--- src/rtl/paddsb_simd.sv ---
// Packed per-lane saturating add/sub (signed/unsigned) with sticky saturation flags.
// Latency: 2 cycles from input handshake to out_valid; one result per cycle when unstalled.
// Backpressure: whole pipe freezes when out_valid && !out_ready; in_ready = !out_valid | out_ready.
module paddsb_simd #(
    parameter int LANE_W = 4,
    parameter int LANES  = 4
) (
    input  logic                     clk,
    input  logic                     rst_n,
    input  logic                     in_valid,
    output logic                     in_ready,
    input  logic [LANES*LANE_W-1:0]  in_a,
    input  logic [LANES*LANE_W-1:0]  in_b,
    input  logic [1:0]               in_op,
    output logic                     out_valid,
    input  logic                     out_ready,
    output logic [LANES*LANE_W-1:0]  out_data,
    output logic [LANES-1:0]         out_sat,
    output logic [LANES-1:0]         sat_sticky,
    input  logic                     clr_sat
);
    localparam int W = LANES * LANE_W;
    localparam logic [LANE_W-1:0] SMAX = {1'b0, {(LANE_W-1){1'b1}}};
    localparam logic [LANE_W-1:0] SMIN = {1'b1, {(LANE_W-1){1'b0}}};

    logic           advance;
    logic           s1_vld;
    logic [W-1:0]   s1_a;
    logic [W-1:0]   s1_b;
    logic [1:0]     s1_op;
    logic [W-1:0]   lane_res;
    logic [LANES-1:0] lane_sat;
    logic           out_xfer;

    assign advance  = !out_valid || out_ready;
    assign in_ready = advance;
    assign out_xfer = out_valid && out_ready;

    // Each lane is evaluated one bit wider so overflow/carry is visible without cross-lane carries.
    always_comb begin
        logic [LANE_W-1:0] la;
        logic [LANE_W-1:0] lb;
        logic [LANE_W:0]   ea;
        logic [LANE_W:0]   eb;
        logic [LANE_W:0]   sum;
        logic [LANE_W-1:0] res;
        logic              sat;
        lane_res = '0;
        lane_sat = '0;
        for (int i = 0; i < LANES; i++) begin
            la  = s1_a[i*LANE_W +: LANE_W];
            lb  = s1_b[i*LANE_W +: LANE_W];
            ea  = s1_op[1] ? {1'b0, la} : {la[LANE_W-1], la};
            eb  = s1_op[1] ? {1'b0, lb} : {lb[LANE_W-1], lb};
            sum = s1_op[0] ? (ea - eb) : (ea + eb);
            res = sum[LANE_W-1:0];
            sat = 1'b0;
            if (s1_op[1]) begin
                if (sum[LANE_W]) begin
                    sat = 1'b1;
                    res = s1_op[0] ? '0 : '1;
                end
            end else if (sum[LANE_W] != sum[LANE_W-1]) begin
                sat = 1'b1;
                res = sum[LANE_W] ? SMIN : SMAX;
            end
            lane_res[i*LANE_W +: LANE_W] = res;
            lane_sat[i] = sat;
        end
    end

    always_ff @(posedge clk or negedge rst_n) begin
        if (!rst_n) begin
            s1_vld    <= 1'b0;
            s1_a      <= '0;
            s1_b      <= '0;
            s1_op     <= '0;
            out_valid <= 1'b0;
            out_data  <= '0;
            out_sat   <= '0;
        end else if (advance) begin
            s1_vld    <= in_valid;
            out_valid <= s1_vld;
            if (in_valid) begin
                s1_a  <= in_a;
                s1_b  <= in_b;
                s1_op <= in_op;
            end
            if (s1_vld) begin
                out_data <= lane_res;
                out_sat  <= lane_sat;
            end
        end
    end

    // A transfer in the clearing cycle still records its own flags.
    always_ff @(posedge clk or negedge rst_n) begin
        if (!rst_n) begin
            sat_sticky <= '0;
        end else if (clr_sat) begin
            sat_sticky <= out_xfer ? out_sat : '0;
        end else if (out_xfer) begin
            sat_sticky <= sat_sticky | out_sat;
        end
    end
endmodule

--- config.mk ---
export PLATFORM = sky130hd
export DESIGN_NAME = paddsb_simd
export DESIGN_NICKNAME = d
export VERILOG_FILES = /design/src/rtl/paddsb_simd.sv
export SDC_FILE = /design/constraint.sdc
export NUM_CORES = 1
export LEC_CHECK = 0
export BUFFER_PORTS_ARGS = -buffer_cell sky130_fd_sc_hd__buf_4
export CAP_MARGIN = 20
export CORE_MARGIN = 2
export CORE_UTILIZATION = 30
export DETAILED_ROUTE_END_ITERATION = 10
export PLACE_DENSITY = 0.58
export SLEW_MARGIN = 25
export SYNTH_ARGS = -nofsm -noshare
export SYNTH_HDL_FRONTEND = slang
export SYNTH_SLANG_ARGS = --single-unit
--- constraint.sdc ---
create_clock -name clk -period 3.4 [get_ports clk]
set_input_delay 1.02 -clock clk [delete_from_list [all_inputs] [get_ports clk]]
set_output_delay 1.02 -clock clk [all_outputs]
set_load 0.02 [all_outputs]
==> run_results.csv, run 1 <==
group,metric,value,unit
setup_path,cp_max_fo,14,
global_routing,grt_pass1_vias,2925,
power_and_ir_drop,power.density,838,nW/um2
synth,yosys_warnings,0,
clock_network,cts_sinks,60,
floorplan,io_pins,65,
timing,slew_headroom,48.4,%
setup_path,r2r_start,"s1_op[0]$_DFFE_PN0P_",
synth,synth_top_area_cell,"dfrtp_1",
detailed_routing,first_iter_violations,130,
detailed_routing,via_count,2928,
place,dp_hpwl,6.47,mm
setup_path,cp_data_required_time,3.60,ns
clock_network,hold_buffers,0,
cells_and_area,syn_to_final_growth,25.4,%
floorplan,core-area,12500,um2
setup_path,endpoint_kind,"flop",
timing,min_period,3.06,ns
synth,ys_ff_latch,60,
setup_path,crit_arrival,3.25,ns
power_and_ir_drop,pwr-share-comb,52.0,%
synth,syn-num-nets,431,
global_routing,gr-total-overflow,0,
synth,synth_ff_type,"dfrtp_1",
clock_network,clk_pin_slew_worst_paths,0.06,ns
outcome,outcome,"finished clean",
detailed_routing,via_per_inst,4.76,
place,finalWeightedCongestion,0.849,
place,dp_cells,600,
clock_network,post-cts-setup-buffers,0,
cells_and_area,drive_gt1_share,30.9,%
floorplan,die_h,117,um
global_routing,grt_use_total,13.7,%
global_routing,grt_max_degree,61,
synth,synth_cell_type_count,57,
clock_network,cts_htree_levels,3,
synth,syn_inst,368,
timing,final.setup.worst_slack,0.345,ns
detailed_routing,post_drt_wl_per_cell,13.9,um
setup_path,worstSetupStartpointType,"flop",
power_and_ir_drop,peakVddDrop,0.000253,V
setup_path,worstSetupStartpoint,"s1_op[0]$_DFFE_PN0P_",
synth,synth.area.top_cells,"dfrtp_1 (39%), mux2_2 (12%), ha_1 (6.6%)",
hold_path,hp-start,"s1_vld$_DFFE_PN0N_",
timing,grt_setup_unrepaired,"false",
synth,syn_area,3810,um2
clock_network,cts_resized,0,
cells_and_area,fin_nets,502,
timing,worst_slew_pin_slew,0.774,ns
timing,max_freq,0.327,GHz
timing,holdWs,0.490,ns
synth,synth_top_area_share,39.4,%
power_and_ir_drop,switchingPower,1.58,mW
timing,clock_skew,0.00838,ns
power_and_ir_drop,power,4.00,mW
timing,tns,0,ns
timing,drv_slew,0,
power_and_ir_drop,clockPowerShare,20.3,%
timing,finalHoldViolations,0,
detailed_routing,firstDrtPassIters,4,
detailed_routing,totalWireLength,8.57,mm
floorplan,placementRows,41,
detailed_routing,drc,0,
clock_network,clk_path_buf_depth,2,
power_and_ir_drop,power_leakage,2.22,nW
power_and_ir_drop,intPower,2.42,mW
global_routing,grt_pass1_wl,14.2,mm
floorplan,initial_core_util,30.4,%
clock_network,cts_root_buf,"clkbuf_16",
setup_path,critPathKind,"flop to flop",
cells_and_area,fill_cells,1285,
clock_network,clock_latency,0.34,ns
timing,setup_viol,0,
synth,syn-mean-instance-area,10.3,um2
cells_and_area,final_cells,615,
floorplan,fp.dieW,117,um
synth,synth-async-reset-ratio,100,%
power_and_ir_drop,swShare,39.5,%
cells_and_area,diodes,0,
clock_network,cts_inserted_buffers,9,
power_and_ir_drop,p_seq_share,27.7,%
place,port_buffers,64,
hold_path,hold_path_class,"flop to flop",
run,cap_violations,0,
timing,period_share,89.9,%
global_routing,antenna_found_initial,0,
floorplan,die-area,13600,um2
synth,synth_seq_area_share,39.4,%
synth,synth_edf_count,0,
place,dp_slack,0.314,ns
clock_network,cts_tree,"yes",
detailed_routing,ant_nets,0,
-- cells in the final DEF, fill, tap and decap left out, types with 5 or more instances in the layout --
| master | n |
|---|---|
| inv_1 | 34 |
| ha_1 | 20 |
| nand3_1 | 9 |
| xnor2_1 | 13 |
| nor2_1 | 29 |
| xor2_1 | 5 |
| nand2_1 | 18 |
| mux2_2 | 40 |
| a211oi_1 | 5 |
| o21ai_0 | 14 |
| dfrtp_1 | 60 |
| buf_4 | 72 |
| nand2b_1 | 6 |
| clkbuf_16 | 9 |
| and2_1 | 7 |
| a21oi_1 | 11 |
| xnor3_1 | 5 |
| nor3_1 | 6 |
| nor2b_1 | 7 |
-- path summary, 6_finish.rpt --
path                       slack, ns  cells past startpoint                       to
min reg2reg                     0.49                      2    out_valid$_DFFE_PN0N_
max                             0.34                      9  out_data[9]$_DFFE_PN0P_
max in group asynchronous       2.13                      1  out_data[4]$_DFFE_PN0P_
min in group asynchronous       0.75                      1      s1_a[8]$_DFFE_PN0P_
min                             0.49                      2    out_valid$_DFFE_PN0N_
max reg2reg                     0.34                      9  out_data[9]$_DFFE_PN0P_
-- cells by family after synthesis --
| family | count (synthesis) | share of synthesized area (%) |
|---|---|---|
| compound gates | 63 | 11.7 |
| xor+xnor | 24 | 7.72 |
| fa+ha+maj | 29 | 10.0 |
| buf+inv | 46 | 4.63 |
| flops | 60 | 39.4 |
| mux | 41 | 12.1 |
| simple gates | 105 | 14.4 |
-- sequential cells by signal, indices dropped and copies added, names as in the netlist --
name and cells:
out_valid 1, s1_a 16, out_data 16, out_sat 4
sat_sticky 4, s1_b 16, s1_vld 1, s1_op 2
-- cell type report --
| class | count | area, um2 | area share (%) |
|---|---|---|---|
| flip-flops and latches | 60 | 1500 | 31.5 |
| well taps | 172 | 215 | 4.51 |
| clock buffers | 10 | 229 | 4.80 |
| multi-input cells | 262 | 2130 | 44.6 |
| repair buffers | 72 | 541 | 11.3 |
| inverters | 34 | 128 | 2.67 |
| clock inverters | 5 | 30.0 | 0.629 |
-- synth_stat cells (4+ instances only) --
library cell,n
a211oi_1,5
a21o_1,4
a21oi_1,11
and2_1,7
clkbuf_1,6
dfrtp_1,60
fa_1,4
ha_1,20
inv_1,34
maj3_1,4
mux2_2,40
nand2_1,18
nand2b_1,6
nand3_1,9
nor2_1,29
nor2b_1,7
nor3_1,6
o211ai_1,4
o21ai_0,14
or3_1,4
xnor2_1,13
xnor3_1,5
xor2_1,5
-- routing by layer --
metal,vias up,routed length [um],global-route usage (%)
met5,-,0,0
met4,0,163,5.65
met3,13,401,3.27
met2,62,4090,22.2
met1,1418,3920,17.7
li1,1435,-,-
-- critical path, cell delays in order (launching register included) --
cell      delay (ns)
dfrtp_1         0.55
buf_4           0.26
mux2_2          0.39
fa_1            0.44
nor2b_1         0.12
o21ai_0         0.13
nand2_1         0.12
xnor3_1         0.32
a221oi_1        0.45
a21oi_1         0.13
-- through the flow --
stage	util (%)	cell area, um2
6_report	38.1	4770
2_1_floorplan	-	3810
4_1_cts	38.1	4770
5_1_grt	38.1	4770
3_5_place_dp	36.1	4510
3_3_place_gp	36.1	4510
-- power groups by stage --
stage / Combinational [mW] / Clock, mW / Sequential, mW
2_1_floorplan: 1.39 / 0 / 1.22
3_3_place_gp: 2.05 / 0 / 1.12
3_5_place_dp: 2.08 / 0 / 1.13
4_1_cts: 2.10 / 0.838 / 1.12
5_1_grt: 2.31 / 0.877 / 1.14
6_report: 2.08 / 0.812 / 1.11
Note: power is estimated with default switching activity, not from simulation.
==> run 2: changes to the inputs <==
Settings changed: MAX_ROUTING_LAYER set to met4.
==> run 2 against run 1 <==
Global-route usage up 0.40 points. First-iteration DRC count shrank 15%. Critical path type unchanged. Clock power hardly changed. Worst setup slack lost 0.00082 ns. Cell area did not move. Clock skew decreased by 0.00077 ns. Routed wire length hardly changed. Critical endpoint unchanged. Final cell count unchanged. Combinational power about the same. Hold slack is essentially flat. Sequential cell count did not move.
==> run_results.csv, run 2 (same netlist as run 1, synthesis figures left out) <==
group,metric,value,unit
floorplan,core-area,12500,um2
cells_and_area,fill_cells,1285,
floorplan,die_h,117,um
detailed_routing,via_per_inst,4.75,
clock_network,cts_htree_levels,3,
timing,grt_setup_unrepaired,"false",
global_routing,grt_max_degree,61,
timing,drv_slew,0,
clock_network,clock_latency,0.34,ns
detailed_routing,ant_nets,0,
setup_path,cp_cell_sequence,"buf_4, mux2_2, fa_1, nor2b_1, o21ai_0, nand2_1, xnor3_1, a221oi_1, a21oi_1",
setup_path,cp_max_fo,14,
setup_path,slowest_stage,"dfrtp_1",
cells_and_area,fin_nets,502,
power_and_ir_drop,p_seq_share,27.7,%
clock_network,cts_inserted_buffers,9,
cells_and_area,drive_gt1_share,30.9,%
setup_path,r2r-end,"out_data[9]$_DFFE_PN0P_",
floorplan,initial_core_util,30.4,%
cells_and_area,diodes,0,
setup_path,r2r_setup_slack,0.34,ns
setup_path,crit_arrival,3.25,ns
cells_and_area,syn_to_final_growth,25.4,%
place,dp_cells,600,
floorplan,die-area,13600,um2
cells_and_area,reg_top3,"out_data (16), s1_a (16), s1_b (16)",
setup_path,cp_data_required_time,3.60,ns
timing,slew_headroom,48.5,%
timing,tns,0,ns
detailed_routing,first_iter_violations,110,
hold_path,whs_endpoint,"out_valid$_DFFE_PN0N_",
clock_network,hold_buffers,0,
power_and_ir_drop,swShare,39.5,%
setup_path,cp_top_family,"compound AO/OA/AOI/OAI gates",
cells_and_area,utilization,38.1,%
detailed_routing,totalWireLength,8.57,mm
setup_path,reg2regPathDepth,9,
setup_path,worstSetupStartpointType,"flop",
cells_and_area,layout_common_cells,"buf_4 (72), dfrtp_1 (60), mux2_2 (40), inv_1 (34), nor2_1 (29)",
power_and_ir_drop,switchingPower,1.58,mW
power_and_ir_drop,peakVddDrop,0.000254,V
hold_path,hp-start,"s1_vld$_DFFE_PN0N_",
cells_and_area,stdcell_area,4770,um2
setup_path,critPathMaxStageDelay,0.55,ns
global_routing,grt_use_total,14.1,%
cells_and_area,seqCellArea,1500,um2
setup_path,cp_num_buf_inv,1,
power_and_ir_drop,power_leakage,2.22,nW
timing,period_share,89.9,%
hold_path,min_path_cells,2,
place,dpl_cell_area,4510,um2
cells_and_area,final_common_cell,"buf_4",
setup_path,r2r_start,"s1_op[0]$_DFFE_PN0P_",
clock_network,cts_resized,0,
floorplan,fp.dieW,117,um
clock_network,clk_path_buf_depth,2,
power_and_ir_drop,intPower,2.42,mW
clock_network,clk_pin_slew_worst_paths,0.06,ns
clock_network,cts_tree,"yes",
place,dp_hpwl,6.47,mm
timing,finalHoldViolations,0,
setup_path,critPathKind,"flop to flop",
hold_path,hold_path_class,"flop to flop",
place,port_buffers,64,
detailed_routing,drc,0,
cells_and_area,final_cells,615,
detailed_routing,via_count,2920,
floorplan,placementRows,41,
place,finalWeightedCongestion,0.862,
detailed_routing,firstDrtPassIters,4,
timing,setup_viol,0,
timing,final.setup.worst_slack,0.344,ns
setup_path,endpoint_kind,"flop",
cells_and_area,multiInputGateArea,2130,um2
power_and_ir_drop,clockPowerShare,20.3,%
timing,clock_skew,0.00761,ns
global_routing,gr-total-overflow,0,
clock_network,cts_sinks,60,
outcome,outcome,"finished clean",
run,cap_violations,0,
clock_network,post-cts-setup-buffers,0,
timing,max_freq,0.327,GHz
timing,worst_slew_pin_slew,0.772,ns
global_routing,grt_pass1_vias,2927,
power_and_ir_drop,pwr-share-comb,52.0,%
clock_network,cts_root_buf,"clkbuf_16",
place,dp_slack,0.314,ns
detailed_routing,post_drt_wl_per_cell,13.9,um
global_routing,grt_pass1_wl,14.2,mm
floorplan,io_pins,65,
power_and_ir_drop,power.density,839,nW/um2
timing,min_period,3.06,ns
global_routing,antenna_found_initial,0,
## run 2: cell counts in the layout (fill, tap and decap cells not counted)
No cell type changed its count.
## run 2: cell type report
type	instances	area share, %
multi-input combinational	262	44.6
inverter	34	2.67
sequential	60	31.5
clock inverter	5	0.629
clock buffer	10	4.80
tap	172	4.51
timing repair buffer	72	11.3
## run 2: worst register-to-register path, stage by stage, from the launching register on
cell and delay (ns):
dfrtp_1 0.55, buf_4 0.27, mux2_2 0.39, fa_1 0.44, nor2b_1 0.12, o21ai_0 0.13
nand2_1 0.12, xnor3_1 0.32, a221oi_1 0.45, a21oi_1 0.13
## run 2: worst max path at each step
| stage | slack, ns | cells after the start | from | endpoint |
|---|---|---|---|---|
| final | 0.34 | 9 | s1_op[0]$_DFFE_PN0P_ | out_data[9]$_DFFE_PN0P_ |
| after detailed placement | 0.31 | 9 | s1_op[0]$_DFFE_PN0P_ | out_data[9]$_DFFE_PN0P_ |
| after global routing | 0.03 | 9 | s1_op[0]$_DFFE_PN0P_ | out_data[9]$_DFFE_PN0P_ |
| after floorplan | 0.36 | 10 | s1_op[0]$_DFFE_PN0P_ | out_data[0]$_DFFE_PN0P_ |
| after global placement | 0.45 | 9 | s1_op[0]$_DFFE_PN0P_ | out_data[10]$_DFFE_PN0P_ |
| after CTS | 0.31 | 9 | s1_op[0]$_DFFE_PN0P_ | out_data[9]$_DFFE_PN0P_ |
## run 2: metrics by stage
step / total power [mW] / hold slack [ns]
final: 4.00 / 0.489
after global routing: 4.32 / 0.529
after CTS: 4.05 / 0.490
after detailed placement: 3.21 / 0.471
after global placement: 3.16 / 0.472
after floorplan: 2.61 / 0.451
## run 2: power groups by stage
| stage | sequential, mW | combinational, mW | clock (mW) |
|---|---|---|---|
| floorplan | 1.22 | 1.39 | 0 |
| global placement | 1.12 | 2.05 | 0 |
| detailed placement | 1.13 | 2.08 | 0 |
| CTS | 1.12 | 2.10 | 0.838 |
| global route | 1.14 | 2.31 | 0.875 |
| finish | 1.11 | 2.08 | 0.813 |
## run 2: metal layers
layer  global-route usage [%]  wire length, um  vias to the layer above
met5                        -                0                        -
met2                     22.2             4130                       66
met3                     2.39              381                       11
met1                     17.6             3900                     1407
met4                     6.82              164                        0
li1                         -                -                     1436
==> run 3: changes to the inputs <==
Settings changed: CORE_UTILIZATION 30 to 50, PLACE_DENSITY 0.58 to 0.82.
==> run 3 against run 2 <==
First-iteration DRC count rose by 26%. Non-clock buffer count fell by 2. Via count rose by 2.2%. Clock power fell by 16%. Combinational power rose by 2%. Die area fell by 39%. Final cell count fell by 12%. Hold slack improved by 0.013 ns. Sequential cell count did not move. Highest routed layer unchanged.
==> run_results.csv, run 3 (same netlist as run 1, synthesis figures left out) <==
group,metric,value,unit
outcome,outcome,"finished clean",
floorplan,die_h,91.3,um
setup_path,critPathMaxStageDelay,0.69,ns
place,dpl_cell_area,4410,um2
hold_path,hp-start,"s1_vld$_DFFE_PN0N_",
floorplan,die-area,8330,um2
cells_and_area,diodes,0,
global_routing,grt_util_met2,35.7,%
place,dp_hpwl,5.90,mm
cells_and_area,layout_common_cells,"buf_4 (70), dfrtp_1 (60), mux2_2 (40), inv_1 (34), nor2_1 (29)",
global_routing,grt_pass1_vias,2982,
clock_network,clock_latency,0.34,ns
detailed_routing,first_iter_violations,139,
setup_path,cp_data_required_time,3.66,ns
detailed_routing,post_drt_wl_per_cell,15.2,um
clock_network,cts_inserted_buffers,9,
clock_network,cts_tree,"yes",
setup_path,cp_max_fo,14,
detailed_routing,ant_nets,0,
clock_network,clk_path_buf_depth,2,
floorplan,core-area,7330,um2
place,port_buffers,64,
cells_and_area,stdcell_area,4620,um2
cells_and_area,fin_nets,500,
detailed_routing,drc,0,
clock_network,cts_htree_levels,3,
global_routing,grtUsageMet1,26.2,%
timing,grt_setup_unrepaired,"false",
global_routing,grt_max_degree,61,
hold_path,hold_path_class,"flop to flop",
timing,clock_skew,0.00677,ns
cells_and_area,syn_to_final_growth,21.3,%
timing,worst_slew_pin_slew,0.752,ns
cells_and_area,reg_top3,"out_data (16), s1_a (16), s1_b (16)",
setup_path,reg2regPathDepth,8,
global_routing,grt_use_total,21.5,%
setup_path,critPathKind,"flop to flop",
timing,drv_slew,0,
clock_network,clk_pin_slew_worst_paths,0.07,ns
clock_network,cts_resized,0,
setup_path,endpoint_kind,"flop",
detailed_routing,firstDrtPassIters,4,
run,cap_violations,0,
timing,finalHoldViolations,0,
detailed_routing,via_count,2985,
global_routing,grt_use_met3,3.15,%
power_and_ir_drop,power.density,846,nW/um2
setup_path,r2r_setup_slack,0.29,ns
setup_path,slowest_stage,"dfrtp_1",
timing,max_freq,0.321,GHz
timing,period_share,91.6,%
timing,min_period,3.11,ns
clock_network,cts_root_buf,"clkbuf_8",
cells_and_area,final_common_cell,"buf_4",
place,finalWeightedCongestion,0.844,
global_routing,gr-total-overflow,0,
timing,slew_headroom,49.9,%
hold_path,min_path_cells,2,
setup_path,crit_arrival,3.37,ns
power_and_ir_drop,peakVddDrop,0.000326,V
clock_network,post-cts-setup-buffers,0,
timing,tns,0,ns
global_routing,grt_pass1_wl,13.9,mm
setup_path,r2r_start,"s1_op[0]$_DFFE_PN0P_",
global_routing,grt.busiest_layer,"met2",
setup_path,r2r-end,"out_data[0]$_DFFE_PN0P_",
setup_path,cp_cell_sequence,"mux2_2, fa_1, nor2b_1, o21ai_2, and2_1, xnor3_1, maj3_1, a221oi_2",
hold_path,whs_endpoint,"out_valid$_DFFE_PN0N_",
power_and_ir_drop,power_leakage,2.20,nW
floorplan,fp.dieW,91.3,um
cells_and_area,drive_gt1_share,30.7,%
floorplan,placementRows,31,
clock_network,hold_buffers,0,
floorplan,io_pins,65,
clock_network,cts_sinks,60,
global_routing,antenna_found_initial,0,
setup_path,worstSetupStartpointType,"flop",
timing,setup_viol,0,
detailed_routing,totalWireLength,8.18,mm
floorplan,initial_core_util,51.9,%
detailed_routing,via_per_inst,5.54,
[run 3: final cells by class]
cell class              instances  area [um2]
fillers                       610        2710
multi-input cells             262        2130
flip-flops and latches         60        1500
repair buffers                 70         526
clock buffers                  13         179
inverters                      34         128
well taps                      99         124
clock inverters                 1        30.0
[run 3: metrics by stage]
| step | hold slack (ns) | utilization (%) | instances | setup slack (ns) | power, mW |
|---|---|---|---|---|---|
| 2_1_floorplan | 0.451 | - | 368 | 0.356 | 2.61 |
| 3_3_place_gp | 0.470 | 60.1 | 525 | 0.452 | 3.11 |
| 3_5_place_dp | 0.479 | 60.1 | 525 | 0.319 | 3.20 |
| 4_1_cts | 0.500 | 63.0 | 539 | 0.289 | 3.91 |
| 5_1_grt | 0.519 | 63.0 | 539 | 0.114 | 4.18 |
| 6_report | 0.502 | 63.0 | 539 | 0.287 | 3.90 |
[run 3: routing by layer]
| layer | vias to the layer above | part of all wire, % | routed length (um) |
|---|---|---|---|
| met1 | 1443 | 44 | 3560 |
| met4 | 0 | 2.3 | 189 |
| met3 | 22 | 4.1 | 336 |
| met2 | 88 | 50 | 4090 |
| met5 | - | 0 | 0 |
| li1 | 1432 | - | - |
[run 3: how the worst max path moves through the flow]
stage,start,to
floorplan,s1_op[0]$_DFFE_PN0P_,out_data[0]$_DFFE_PN0P_
global placement,s1_op[0]$_DFFE_PN0P_,out_data[13]$_DFFE_PN0P_
detailed placement,s1_op[0]$_DFFE_PN0P_,out_data[12]$_DFFE_PN0P_
CTS,s1_op[0]$_DFFE_PN0P_,out_data[0]$_DFFE_PN0P_
global route,s1_op[0]$_DFFE_PN0P_,out_data[0]$_DFFE_PN0P_
finish,s1_op[0]$_DFFE_PN0P_,out_data[0]$_DFFE_PN0P_
[run 3: worst max-delay path, delay by kind of cell, from the launching register on]
kind / cells / cell delay [ns]
DFF: 1 / 0.69
and+or+nand+nor: 2 / 0.36
adders and majority gates: 2 / 0.84
AOI/OAI and AO/OA: 2 / 0.30
xor gates and xnor gates: 1 / 0.41
muxes: 1 / 0.43
[run 3: where the power goes]
part	leakage (nW)	switching [mW]	internal [mW]	total [mW]
registers	0.706	0.181	0.922	1.10
clock network	0.108	0.274	0.411	0.685
logic	1.38	1.10	1.02	2.12
total	2.20	1.56	2.35	3.90
